## src/rtl/ps2_keycode_receiver.sv

```systemverilog
// PS/2 keyboard receiver: synchronised and glitch-filtered lines, frame FSM,
// E0/F0 prefix tracking and a FWFT key-event FIFO. Optional PS2_PARITY_CHECK_EN enables odd-parity checking.
module ps2_keycode_receiver #(
    parameter int FIFO_DEPTH  = 8,
    parameter int FILTER_LEN  = 8,
    parameter int TIMEOUT_CYC = 100000
) (
    input  logic       clk,
    input  logic       rst_n,
    input  logic       ps2_clk,
    input  logic       ps2_data,
    input  logic       rd_en,
    output logic [7:0] dout,
    output logic       dout_brk,
    output logic       dout_ext,
    output logic       empty,
    output logic       overflow,
    output logic       frame_err
);
    localparam int AW = $clog2(FIFO_DEPTH);
    localparam int CW = AW + 1;
    localparam int FW = $clog2(FILTER_LEN + 1);
    localparam int TW = $clog2(TIMEOUT_CYC + 1);

    typedef enum logic [1:0] {IDLE, DATA, PARITY, STOP} state_t;

    logic [1:0] raw_lines;
    logic [1:0] filt_lines;
    assign raw_lines = {ps2_data, ps2_clk};

    // A line level is accepted only after FILTER_LEN consecutive differing samples.
    generate
        for (genvar gi = 0; gi < 2; gi++) begin : g_line
            logic [1:0]    sync_reg;
            logic [FW-1:0] cnt_reg;
            logic          filt_reg;
            always_ff @(posedge clk or negedge rst_n) begin
                if (!rst_n) begin
                    sync_reg <= 2'b11;
                    cnt_reg  <= '0;
                    filt_reg <= 1'b1;
                end else begin
                    sync_reg <= {sync_reg[0], raw_lines[gi]};
                    if (sync_reg[1] == filt_reg) begin
                        cnt_reg <= '0;
                    end else if (cnt_reg == FW'(FILTER_LEN - 1)) begin
                        filt_reg <= sync_reg[1];
                        cnt_reg  <= '0;
                    end else begin
                        cnt_reg <= cnt_reg + 1'b1;
                    end
                end
            end
            assign filt_lines[gi] = filt_reg;
        end
    endgenerate

    logic clk_prev_reg;
    logic strobe;
    logic data_bit;
    assign strobe   = clk_prev_reg & ~filt_lines[0];
    assign data_bit = filt_lines[1];

    state_t        state_reg, state_next;
    logic [2:0]    bit_cnt_reg;
    logic [7:0]    shift_reg;
    logic [TW-1:0] tmo_cnt_reg;
    logic          ext_reg, brk_reg;
    logic          frame_err_reg;
    logic          timeout, byte_done, err, parity_ok, push;

`ifdef PS2_PARITY_CHECK_EN
    logic parity_reg;
    assign parity_ok = ^{shift_reg, parity_reg};
`else
    assign parity_ok = 1'b1;
`endif

    assign timeout = (state_reg != IDLE) && (tmo_cnt_reg == TW'(TIMEOUT_CYC));

    always_comb begin
        state_next = state_reg;
        byte_done  = 1'b0;
        err        = 1'b0;
        if (timeout) begin
            state_next = IDLE;
            err        = 1'b1;
        end else if (strobe) begin
            case (state_reg)
                IDLE:    if (!data_bit) state_next = DATA;
                DATA:    if (bit_cnt_reg == 3'd7) state_next = PARITY;
                PARITY:  state_next = STOP;
                STOP: begin
                    state_next = IDLE;
                    if (data_bit && parity_ok) byte_done = 1'b1;
                    else                       err       = 1'b1;
                end
                default: state_next = IDLE;
            endcase
        end
    end

    assign push = byte_done && (shift_reg != 8'hE0) && (shift_reg != 8'hF0);

    always_ff @(posedge clk or negedge rst_n) begin
        if (!rst_n) begin
            state_reg     <= IDLE;
            clk_prev_reg  <= 1'b1;
            bit_cnt_reg   <= '0;
            shift_reg     <= '0;
            tmo_cnt_reg   <= '0;
            ext_reg       <= 1'b0;
            brk_reg       <= 1'b0;
            frame_err_reg <= 1'b0;
`ifdef PS2_PARITY_CHECK_EN
            parity_reg    <= 1'b0;
`endif
        end else begin
            state_reg     <= state_next;
            clk_prev_reg  <= filt_lines[0];
            frame_err_reg <= err;
            if (state_reg == IDLE || strobe)   tmo_cnt_reg <= '0;
            else if (!timeout)                 tmo_cnt_reg <= tmo_cnt_reg + 1'b1;
            if (strobe && state_reg == IDLE) begin
                bit_cnt_reg <= '0;
                shift_reg   <= '0;
            end
            if (strobe && state_reg == DATA) begin
                shift_reg   <= {data_bit, shift_reg[7:1]};
                bit_cnt_reg <= bit_cnt_reg + 1'b1;
            end
`ifdef PS2_PARITY_CHECK_EN
            if (strobe && state_reg == PARITY) parity_reg <= data_bit;
`endif
            if (err) begin
                ext_reg <= 1'b0;
                brk_reg <= 1'b0;
            end else if (byte_done) begin
                case (shift_reg)
                    8'hE0:   ext_reg <= 1'b1;
                    8'hF0:   brk_reg <= 1'b1;
                    default: begin
                        ext_reg <= 1'b0;
                        brk_reg <= 1'b0;
                    end
                endcase
            end
        end
    end

    // Event FIFO: asynchronous head read gives first-word-fall-through.
    logic [9:0]    mem [FIFO_DEPTH];
    logic [AW-1:0] wr_ptr_reg, rd_ptr_reg;
    logic [CW-1:0] count_reg;
    logic          overflow_reg;
    logic          full, pop, wr_ok;
    logic [9:0]    head;

    assign full  = (count_reg == CW'(FIFO_DEPTH));
    assign empty = (count_reg == '0);
    assign pop   = rd_en && !empty;
    assign wr_ok = push && (!full || pop);

    always_ff @(posedge clk) begin
        if (wr_ok) mem[wr_ptr_reg] <= {brk_reg, ext_reg, shift_reg};
    end

    always_ff @(posedge clk or negedge rst_n) begin
        if (!rst_n) begin
            wr_ptr_reg   <= '0;
            rd_ptr_reg   <= '0;
            count_reg    <= '0;
            overflow_reg <= 1'b0;
        end else begin
            if (wr_ok) wr_ptr_reg <= wr_ptr_reg + 1'b1;
            if (pop)   rd_ptr_reg <= rd_ptr_reg + 1'b1;
            case ({wr_ok, pop})
                2'b10:   count_reg <= count_reg + 1'b1;
                2'b01:   count_reg <= count_reg - 1'b1;
                default: count_reg <= count_reg;
            endcase
            if (push && full && !pop) overflow_reg <= 1'b1;
        end
    end

    assign head      = empty ? 10'd0 : mem[rd_ptr_reg];
    assign dout      = head[7:0];
    assign dout_ext  = head[8];
    assign dout_brk  = head[9];
    assign overflow  = overflow_reg;
    assign frame_err = frame_err_reg;
endmodule

```

## config.mk

```make
export PLATFORM = sky130hd
export DESIGN_NAME = ps2_keycode_receiver
export DESIGN_NICKNAME = d
export VERILOG_FILES = /design/src/rtl/ps2_keycode_receiver.sv
export SDC_FILE = /design/constraint.sdc
export NUM_CORES = 1
export LEC_CHECK = 0
export CORE_MARGIN = 3
export CORE_UTILIZATION = 39
export CTS_CLUSTER_SIZE = 8
export DETAILED_ROUTE_END_ITERATION = 6
export SETUP_SLACK_MARGIN = 0.5
export SLEW_MARGIN = 30
export SYNTH_ARGS = -nofsm -noshare
export SYNTH_HDL_FRONTEND = slang
export SYNTH_SLANG_ARGS = --single-unit
```

## constraint.sdc

```tcl
create_clock -name clk -period 3.4 [get_ports clk]
set_input_delay 0.85 -clock clk [delete_from_list [all_inputs] [get_ports clk]]
set_output_delay 0.85 -clock clk [all_outputs]
set_load 0.02 [all_outputs]
```

# After elaboration in Yosys (flattened, before gate mapping)
# Memory sizes are Yosys's and may differ from the RTL's.
# Index checks and enable logic that the tools add are counted.
# word_totals
register_bits	59
ram_bits	80
output_inout_bits	13
input_bits	5
memories	1
elab_cells	111
# op_classes
n_bitwise	4
n_eq_ne	21
add_sub_neg	8
reduce_logical	26
mux	33
# mem_list
memory	words	width	read_ports	rd_clocked_by_memory_dff	wr	line	source
mem	8	10	1	0	1	152	logic [9:0] mem [FIFO_DEPTH];
# op_table
cell	n
17-bit two-way mux	2
17-bit by 1-bit adder with 17-bit output, second input constant	1
17-bit == test, second input constant	1
8-bit == test, second input constant	2
4-bit two-way mux	4
8-bit two-way mux	2
8-bit inequality test, second input constant	2
1-bit two-way mux	14
4-bit by 1-bit adder with 4-bit output, second input constant	3
10-bit two-way mux	1
2-bit nonzero test	5
3-bit by 1-bit adder with 3-bit output, second input constant	3
1-bit logical AND	9
4-bit by 3-bit == test with 1-bit output, second input constant	2
2-bit two-way mux	4
2-bit case mux with 4 select lines	1
4-bit case mux with 2 select lines	1
2-bit AND reduction	4
2-bit == test, second input constant	3
3-bit two-way mux	2
3-bit inequality test, second input constant	2
2-bit by 1-bit == test with 1-bit output, second input constant	2
4-bit == test, second input constant	1
4-bit zero test	1
12 further kinds	20

# Longest topological paths before layout
# logic_depth
depth_word	9
depth_mapped	12
mapped_depth_nobuf	12

# Worst setup path before layout
# OpenSTA, ideal clock, no wires.
# synth_path
kind	flip-flop to flip-flop
startpoint	register state_reg[0]
endpoint	register count_reg[3]
setup_slack_ps	291
path_buffers	0
synth_period_minus_slack_ps	3109
required_time_ps	3310
setup_ps	90
arrival_ps	3019
stages_incl_launch_ff	13
cell_sequence	dfrtp_1 > inv_1 > ha_1 > or4b_1 > nor4_4 > a21oi_2 > or2_2 > inv_1 > ha_1 > a21o_1 > a21oi_1 > or4b_2 > o2111ai_1
# synth_via
elab_chain_len	9
word_cells_on_any_way	13
classes_between	eq/ne: 3; mux: 4; reduce/logical: 6
# synth_rtl
element	line	source
start, declared	64	state_t state_reg, state_next;
start signal, assigned	119	state_reg <= state_next;
2-bit == test	89	case (state_reg)
1-bit two-way mux	89	
1-bit two-way mux	88	end else if (strobe) begin
1-bit two-way mux *	85	if (timeout) begin
1-bit logical AND * (2 in a row)	103	assign push = byte_done && (shift_reg != 8'hE0) && (shift_reg != 8'hF0);
1-bit logical AND *	162	assign wr_ok = push && (!full || pop);
2-bit by 1-bit == test with 1-bit output / 2-bit == test (equally long branches)	177	case ({wr_ok, pop})
4-bit case mux with 2 select lines / 2-bit nonzero test (equally long branches)	--	
end signal, assigned	178	2'b10: count_reg <= count_reg + 1'b1;
end signal, assigned	179	2'b01: count_reg <= count_reg - 1'b1;
end signal, assigned	180	default: count_reg <= count_reg;
end, declared	154	logic [CW-1:0] count_reg;
# Every way passes the cells marked *; elsewhere a longest branch is shown, timed or not.
# A chain may end at the register's enable or synchronous reset.

# Worst setup path in the final report
# layout_path
startpoint	register rd_ptr_reg[0]
endpoint	output dout[4]
# layout_via
elab_chain_len	2
# layout_rtl
element	line	source
start, declared	153	logic [AW-1:0] wr_ptr_reg, rd_ptr_reg;
start signal, assigned	176	if (pop) rd_ptr_reg <= rd_ptr_reg + 1'b1;
memory read 8 x 10 bit	--	
10-bit two-way mux	186	assign head = empty ? 10'd0 : mem[rd_ptr_reg];
end, declared	13	output logic [7:0] dout,
# Every way passes these cells.

==> flow_summary.json <==
{
  "worst_ep_required_time_ps": 2550,
  "synth.distinct_cells": 45,
  "cts_tree": "built",
  "cts_buffers": 17,
  "nFillCells": 1227,
  "leakage_nw": 2.79,
  "yosys_warnings": 0,
  "syn_avg_cell_area_um2": 15.2,
  "synth_seq_area_share_pct": 66.6,
  "fin_crit_ps": 2880,
  "synth.net_count": 404,
  "async_flop_share_pct": 42.4,
  "rows": 44,
  "drcViolationCount": 0,
  "tightest_slew_ps": 735,
  "antenna_found_initial": 0,
  "drt_iter0_markers": 190,
  "clk_pin_slew_ps": 60,
  "critPathCaptureType": "output port",
  "largest_reg_flops": 80,
  "fin_cells": 635,
  "cp_max_fo": 6,
  "htreeDepth": 4,
  "synth_area_leaders": "edfxtp_1, dfrtp_1, mux4_2",
  "rr_startpoint": "state_reg[0]",
  "yosysTopAreaCell": "edfxtp_1",
  "dp_hpwl_mm": 6.91,
  "hold_viol_final": 0,
  "grt_max_degree": 28,
  "synth.top_cell.area_share_pct": 41.1,
  "startpoint": "rd_ptr_reg[0]",
  "syn_area_um2": 5840,
  "layout-drive-gt1-share_pct": 26.4,
  "arrival_ps": 2030,
  "ir_drop_mv": 0.412,
  "drt_wl_total_mm": 11.3,
  "postLayoutCellArea_um2": 7050,
  "finalClockSkew_ps": 7.06,
  "numPortBuffers": 17,
  "track_usage_pct": 14.8,
  "fin_util_pct": 48.3,
  "coreArea_um2": 14600,
  "grt_pass1_wl_mm": 18.2,
  "gp_congestion": 0.736,
  "ios": 18,
  "synthToLayoutAreaGrowth_pct": 20.6,
  "hold_path_class": "in2async",
  "ys_ff_latch": 139,
  "first_global_vias": 3451,
  "postSynthCellCount": 383,
  "crit_type": "reg2out",
  "vias": 3300,
  "drt-pass1-iter-count": 6,
  "wl_per_cell_um": 17.8,
  "fin_total_pwr_w": 0.00520,
  "relSlewSlack_pct": 51.0,
  "insertedDiodeCount": 0,
  "worstSkewPairLatency_ps": 410,
  "synth-main-ff-cell": "edfxtp_1",
  "cts_root_buffer": "clkbuf_16",
  "detail_route.vias_per_cell": 5.20,
  "drv_slew": 0,
  "dieHeight_um": 128,
  "die_x_um": 128,
  "fin_nets": 459,
  "cts_max_path_buffers": 2,
  "overflow": 0,
  "placed_cell_area_um2": 6360,
  "fmax_mhz": 348,
  "worstSetupStartpointType": "register",
  "synth_edf_count": 80,
  "cap_violations": 0,
  "cts.sinks": 139,
  "placedCellCount": 591,
  "die_area_um2": 16500,
  "status": "complete, no violations",
  "rsz0062_at_grt": "no",
  "setup-tns-final_ps": 0,
  "powerDensity_nw_per_um2": 738,
  "final_antenna_net_count": 0,
  "start_util_pct": 40.0,
  "finalSetupViolations": 0,
  "fin_crit_sh_pct": 84.6
}
==> cell usage after synthesis, types with 2 or more instances <==
cell and number:
nand3b_1 3, buf_2 2, clkbuf_1 7, mux4_2 20
xor2_1 7, a22o_1 10, nor4_1 4, and3_1 5
nor3_1 13, a21oi_1 6, or2_2 2, mux2_2 5
dfstp_2 7, xnor2_1 17, nor2_1 39, ha_1 15
a21o_1 3, nand3_1 12, nor2b_1 3, mux2_4 2
mux2i_1 12, and2_1 6, o21ai_0 5, dfrtp_1 52
inv_1 11, nand2_1 13, edfxtp_1 80, a31oi_1 2
nand2b_1 4
==> area by class of cell <==
type | instances | area (µm²) | share of cell area (%)
clock inverter | 14 | 120 | 1.70
sequential | 139 | 3890 | 55.2
multi-input combinational | 222 | 1910 | 27.2
inverter | 11 | 41.3 | 0.586
clock buffer | 18 | 429 | 6.09
tap | 184 | 230 | 3.27
timing repair buffer | 47 | 423 | 6.00
==> power breakdown <==
group | internal (W) | switching, W | leakage (nW) | total (W)
Clock | 0.00101 | 0.000703 | 0.265 | 0.00171
Sequential | 0.00194 | 0.000188 | 1.52 | 0.00213
Combinational | 0.000697 | 0.000664 | 1.00 | 0.00136
==> worst max-delay path, cell delays in order (launching register included) <==
cell     delay (ps)
dfrtp_2         390
buf_6           130
buf_12          130
mux4_2          520
mux2i_1         200
nor2_1           70
buf_2           160
==> routing by layer <==
metal	up-vias	wire length, µm	global-route usage, %
met5	-	0	0
met4	0	172	5.62
met3	14	349	3.94
met2	47	5710	24.5
met1	1700	5100	18.7
li1	1539	-	-
==> timing repair <==
item,in CTS,in global routing
gates cloned,1,2
endpoints found under the setup margin,12,12
endpoints found under the hold margin,0,0
resized for setup,40,10
pin swaps,5,2
hold buffers,0,0
setup buffers,7,2
==> metrics by stage <==
stage	worst slack (ps)	hold slack, ps
6_report	523	308
5_1_grt	417	314
4_1_cts	454	299
3_5_place_dp	379	349
3_3_place_gp	465	346
2_1_floorplan	505	345
==> layout by cell type, fill, tap and decap left out, types with 6 or more instances in the layout <==
cell type,n
xnor2_1,17
nor2_1,39
dfstp_2,7
dfrtp_1,51
mux2i_1,12
buf_4,24
ha_1,14
nor3_1,13
nand2_1,13
buf_2,11
and2_1,6
clkbuf_16,19
nand3_1,12
a22o_1,10
edfxtp_1,80
mux4_2,20
inv_1,8
xor2_1,7
==> cells by family (layout without fill, tap and decap cells) <==
kind of cell	after synthesis	count (layout)	synth area share, %
xor gates and xnor gates	24	24	3.60
muxes	39	39	11.2
AOI/OAI and AO/OA	31	31	3.75
and+or+nand+nor	112	112	9.81
DFF	139	139	66.6
adders and majority gates	16	16	3.56
buffers and inverters	22	90	1.48
==> final timing paths <==
kind	to	slack, ps	cells after the start
max reg2reg	count_reg[3]	670	12
max in group asynchronous	g_line[0].filt_reg	2420	2
min reg2reg	g_line[1].sync_reg[1]	360	0
max	dout[4]	520	6
min	tmo_cnt_reg[5]	310	1
min in group clk	g_line[1].sync_reg[1]	360	0
(Power assumes the default switching activity.)
==> RTL edit 1 (same settings) <==
The 4 states of `state_t` get a one-hot encoding in 4 bits.
--- a/src/rtl/ps2_keycode_receiver.sv
+++ b/src/rtl/ps2_keycode_receiver.sv
@@ -22,7 +22,7 @@
     localparam int FW = $clog2(FILTER_LEN + 1);
     localparam int TW = $clog2(TIMEOUT_CYC + 1);
 
-    typedef enum logic [1:0] {IDLE, DATA, PARITY, STOP} state_t;
+    typedef enum logic [3:0] {IDLE = 4'b0001, DATA = 4'b0010, PARITY = 4'b0100, STOP = 4'b1000} state_t;
 
     logic [1:0] raw_lines;
     logic [1:0] filt_lines;
Check against the original RTL: same outputs for any inputs over 10 cycles, from zero or initial values and one cycle with rst_n low; not proved beyond that.
==> RTL edit 1 against the original RTL <==
Routed wire length decreased by 3.3%; total power shrank 6.0%; maximum frequency is 0.32% lower; final area is 0.59% higher; first-iteration DRC count grew 24%; area after synthesis is 2.2% higher; non-clock buffer count decreased by 7; sequential cell count rose by 2; core utilization shrank 0.26 points; worst setup slack got worse by 0.0092 ns; cell count increased by 1.7%; critical path type unchanged.
==> RTL edit 1: results (changes against the original RTL) <==
[run_status]
status=finished clean

[drt]
dr.pass1.iters=6  ; unchanged
wire_per_inst_um=16.96  ; -4.9%
drtIter0Drc=235  ; +24%
viasPerCell=5.260  ; +1.2%

[final_layout]
largest_register_ffs=80  ; unchanged
nNetsFinal=466  ; +1.5%
antenna_cells=0  ; unchanged
drive_above_1_share=0.2316  ; -0.03226
nFillCells=1283  ; +4.6%

[clocking]
cts_root_buf=clkbuf_16
clk_latency_ns=0.41  ; about the same
path_clk_slew_ns=0.06  ; about the same
htreeDepth=4  ; unchanged
clockBufferDepth=2  ; unchanged
numCtsBuffers=17  ; unchanged

[worst_setup_path]
rr_startpoint=state_reg[0]$_DFFE_PN1P_
max_stage_delay_ns=0.50  ; -0.02 ns
cp_max_fo=6  ; unchanged
crit_arrival_ns=2.04
ff2ff_path_depth=11  ; -1
path_delay_family=multiplexers
cpMaxStageDelayCell=mux4_2
critPathLaunch=rd_ptr_reg[0]$_DFFE_PN0P_

[synthesis]
syn_nets=420  ; +4.0%
ys_async_sr_fraction=0.4326  ; +0.008164
synth_top_flop_cell=edfxtp_1
synth_edf_count=80  ; unchanged
yosys-top-cells-area=edfxtp_1 40%, dfrtp_1 22%, mux4_2 7.5%
synth_seq_area_share=0.6601  ; -0.005499
synth_commonest_cells=80 x edfxtp_1, 53 x dfrtp_1, 50 x nor2_1
ys_types=53  ; +18%
synth_warnings=0  ; unchanged

[global_routing]
grt.total_usage=0.1422  ; -0.006014
grt_pass1_vias=3460  ; +0.26%
use_met2=0.2360  ; -0.009508
grt_pass1_wl_um=17950  ; -1.3%
grtUsageMet1=0.1773  ; -0.01023
antenna_found_initial=0  ; unchanged
use_met3=0.04830  ; +0.008866
grt_max_degree=62  ; +120%

[timing]
skew_ns=0.007492  ; +0.0004340 ns
worst_pin_slew_ns=0.7808  ; +0.04607 ns

[placement]
place.detailed.hpwl_um=7101  ; +2.7%
io_buffers=17  ; unchanged
place_area_um2=6462  ; +1.6%
place.gp.congestion=0.7807  ; +6.0%

[worst_hold_path]
min-delay-path-class=register to register
whs_path_depth=0
worstHoldStart=g_line[1].sync_reg[0]$_DFF_PN1_

[power_and_ir_drop]
leakagePower_nw=2.706  ; -2.9%
ir_worst_vdd_mv=0.3582  ; -13%

[RTL edit 1: cell count changes after synthesis, moves of 3 or more]
cell / delta
nor2_1: +11
and2_1: -5
ha_1: -5
nand2_1: +5
and3_1: -4
nand3_1: +3
nor3_1: +3
[RTL edit 1: routing by layer]
metal	wire [um]	part of all wire
met5	0	0
met4	135	0.012
met3	345	0.031
met2	5629	0.51
met1	4846	0.44
[RTL edit 1: kinds of logic (layout without fill, tap and decap cells)]
family,Yosys count,count (layout),share of synthesized area
XOR/XNOR,26,26,0.03816
multiplexers,37,37,0.1063
buffers and inverters,22,80,0.01531
adder cells (fa/ha/maj),11,11,0.02432
flip-flops,141,141,0.6601
AO/OA/AOI/OAI,32,32,0.04047
AND/OR/NAND/NOR,135,135,0.1153
[RTL edit 1: cell type report]
type	count	area [um2]	share of cell area
tap	184	230.2	0.03249
sequential	141	3940	0.5560
clock buffer	20	436.7	0.06162
multi-input combinational	241	1986	0.2802
inverter	9	33.78	0.004767
timing repair buffer	40	339.1	0.04785
clock inverter	11	121.4	0.01713
[RTL edit 1: worst reg2reg max path: cells and delay by family (launching register included)]
family,cells,cell delay [ns]
compound gates,4,0.75
fa+ha+maj,1,0.26
buf+inv,1,0.05
flops,1,0.57
simple gates,5,1.00
[RTL edit 1: per-stage QoR]
stage               total power, mW  cells    util  worst slack (ns)  hold slack, ns
global route                  5.144    646  0.4803            0.4175          0.3611
CTS                           4.878    641  0.4762            0.4278          0.3569
finish                        4.885    646  0.4803            0.5138          0.3562
detailed placement            3.113    609  0.4380            0.3167          0.3493
global placement              3.069    609  0.4380            0.4267          0.3493
floorplan                     2.817    404       -            0.4164          0.3452
[RTL edit 1: path summary, 6_finish.rpt]
path	endpoint	slack, ns
max reg2reg	count_reg[3]$_DFFE_PN0P_	0.63
min in group asynchronous	g_line[0].cnt_reg[2]$_DFF_PN0_	0.60
min reg2reg	g_line[1].sync_reg[1]$_DFF_PN1_	0.36
max in group asynchronous	rd_ptr_reg[0]$_DFFE_PN0P_	2.23
max	dout[6]	0.51
min	g_line[1].sync_reg[1]$_DFF_PN1_	0.36
[RTL edit 1: report_power, final]
| part | switching [mW] | internal [mW] | leakage, nW |
|---|---|---|---|
| combinational | 0.539 | 0.503 | 0.914 |
| sequential | 0.156 | 1.95 | 1.53 |
| clock | 0.670 | 1.07 | 0.260 |
| total | 1.37 | 3.52 | 2.71 |
[RTL edit 1: repair_timing]
action,CTS,global route
setup endpoints to repair,20,14
pin swaps,0,5
resized for setup,15,15
buffers inserted,1,4
hold endpoints to repair,0,0
gates cloned,0,1
==> RTL edit 2 (config.mk and constraints unchanged) <==
Without the edit above. Set the parameter `FIFO_DEPTH` to 32 (it was 8).
--- a/src/rtl/ps2_keycode_receiver.sv
+++ b/src/rtl/ps2_keycode_receiver.sv
@@ -1,7 +1,7 @@
 // PS/2 keyboard receiver: synchronised and glitch-filtered lines, frame FSM,
 // E0/F0 prefix tracking and a FWFT key-event FIFO. Optional PS2_PARITY_CHECK_EN enables odd-parity checking.
 module ps2_keycode_receiver #(
-    parameter int FIFO_DEPTH  = 8,
+    parameter int FIFO_DEPTH  = 32,
     parameter int FILTER_LEN  = 8,
     parameter int TIMEOUT_CYC = 100000
 ) (
Function: no difference found for any inputs over 10 cycles, from zero or initial values and one cycle with rst_n low; that may be too few to reach the edited logic, so the function may still have changed.
==> RTL edit 2 against the original RTL <==
The flow now finishes with violations (setup timing); sequential cell count increased by 246; final area grew to 2.6 times the old value; first-iteration DRC count rose to 3.4 times the old value; area after synthesis increased to 2.6 times the old value; critical path depth rose by 1; routed wire length grew to 2.9 times the old value; worst setup slack got worse by 0.77 ns; total power rose to 2.6 times the old value; critical path type unchanged; critical endpoint is now dout_brk; largest cell class unchanged.
==> RTL edit 2: results (changes against the original RTL) <==
[clocking]
post_cts_buffers=10  ; +3
htreeDepth=2  ; -2
post_cts_resized=98  ; +150%
numCtsBuffers=54  ; +37
clockBufferDepth=3  ; +1

[timing]
fin_ws_ns=-0.2464  ; -0.7694 ns
finalSetupTns_ns=-2.220  ; -2.220 ns
setup_violations=10  ; +10

[placement]
place.detailed.hpwl_um=19400  ; +180%
place_area_um2=16640  ; +160%
place.gp.congestion=0.7408  ; +0.62%
post-place-ws_ns=-0.09194  ; -0.4711 ns
dp_cells=1355  ; +130%

[drt]
route.met2.wl_um=15050  ; +160%
vias=7734  ; +130%
drtIter0Drc=650  ; +240%

[synthesis]
ys_types=54  ; +20%
ys_async_sr_fraction=0.1688  ; -0.2556
synth_commonest_cells=320 x edfxtp_1, 100 x mux4_2, 62 x nor2_1
syn_inst=801  ; +110%

[global_routing]
grt_pass1_vias=8000  ; +130%

[final_layout]
drive_above_1_share=0.3469  ; +0.08304
largest_register_ffs=320  ; +300%

[worst_setup_path]
max_stage_delay_ns=0.56  ; +0.04 ns

[run_status]
status=finished with violations
violations=setup timing

==> RTL edit 2: cell count changes after synthesis, moves of 10 or more <==
cell	change
edfxtp_1	+240
mux4_2	+80
nor2_1	+23
clkbuf_1	+14
o21ai_1	+11
mux2i_1	-10
nand2_1	+10
==> RTL edit 2: logic make-up after synthesis <==
logic type      Yosys count  share of synthesized area
mux                     110                     0.1540
fa+ha+maj                20                    0.01670
compound gates           49                    0.01954
buf+inv                  55                    0.01451
xor+xnor                 28                    0.01589
flops                   385                     0.7286
simple gates            154                    0.05067
==> RTL edit 2: path summary, 6_finish.rpt <==
check / start / end / slack [ns]
worst max-delay path: rd_ptr_reg[0]$_DFFE_PN0P_ / dout_brk / -0.25
min in group clk: g_line[0].sync_reg[0]$_DFF_PN1_ / g_line[0].sync_reg[1]$_DFF_PN1_ / 0.35
worst min-delay path: rst_n / count_reg[2]$_DFFE_PN0P_ / 0.22
worst max register to register: count_reg[1]$_DFFE_PN0P_ / count_reg[4]$_DFFE_PN0P_ / 0.45
max in group asynchronous: rst_n / g_line[1].sync_reg[1]$_DFF_PN1_ / 2.39
worst min register to register: g_line[0].sync_reg[0]$_DFF_PN1_ / g_line[0].sync_reg[1]$_DFF_PN1_ / 0.35
==> RTL edit 2: metal layers <==
metal	vias to the layer above	global-route usage
met5	-	0
met2	196	0.2415
li1	3417	-
met1	4074	0.2327
met3	47	0.03814
met4	0	0.04467
==> RTL edit 2: layout make-up <==
type / count / area [um2]
flip-flops and latches: 385 / 11250
multi-input cells: 361 / 4149
clock buffers: 71 / 1425
inverters: 20 / 80.08
well taps: 518 / 648.1
repair buffers: 93 / 1025
fillers: 3210 / 20160
clock inverters: 4 / 81.33
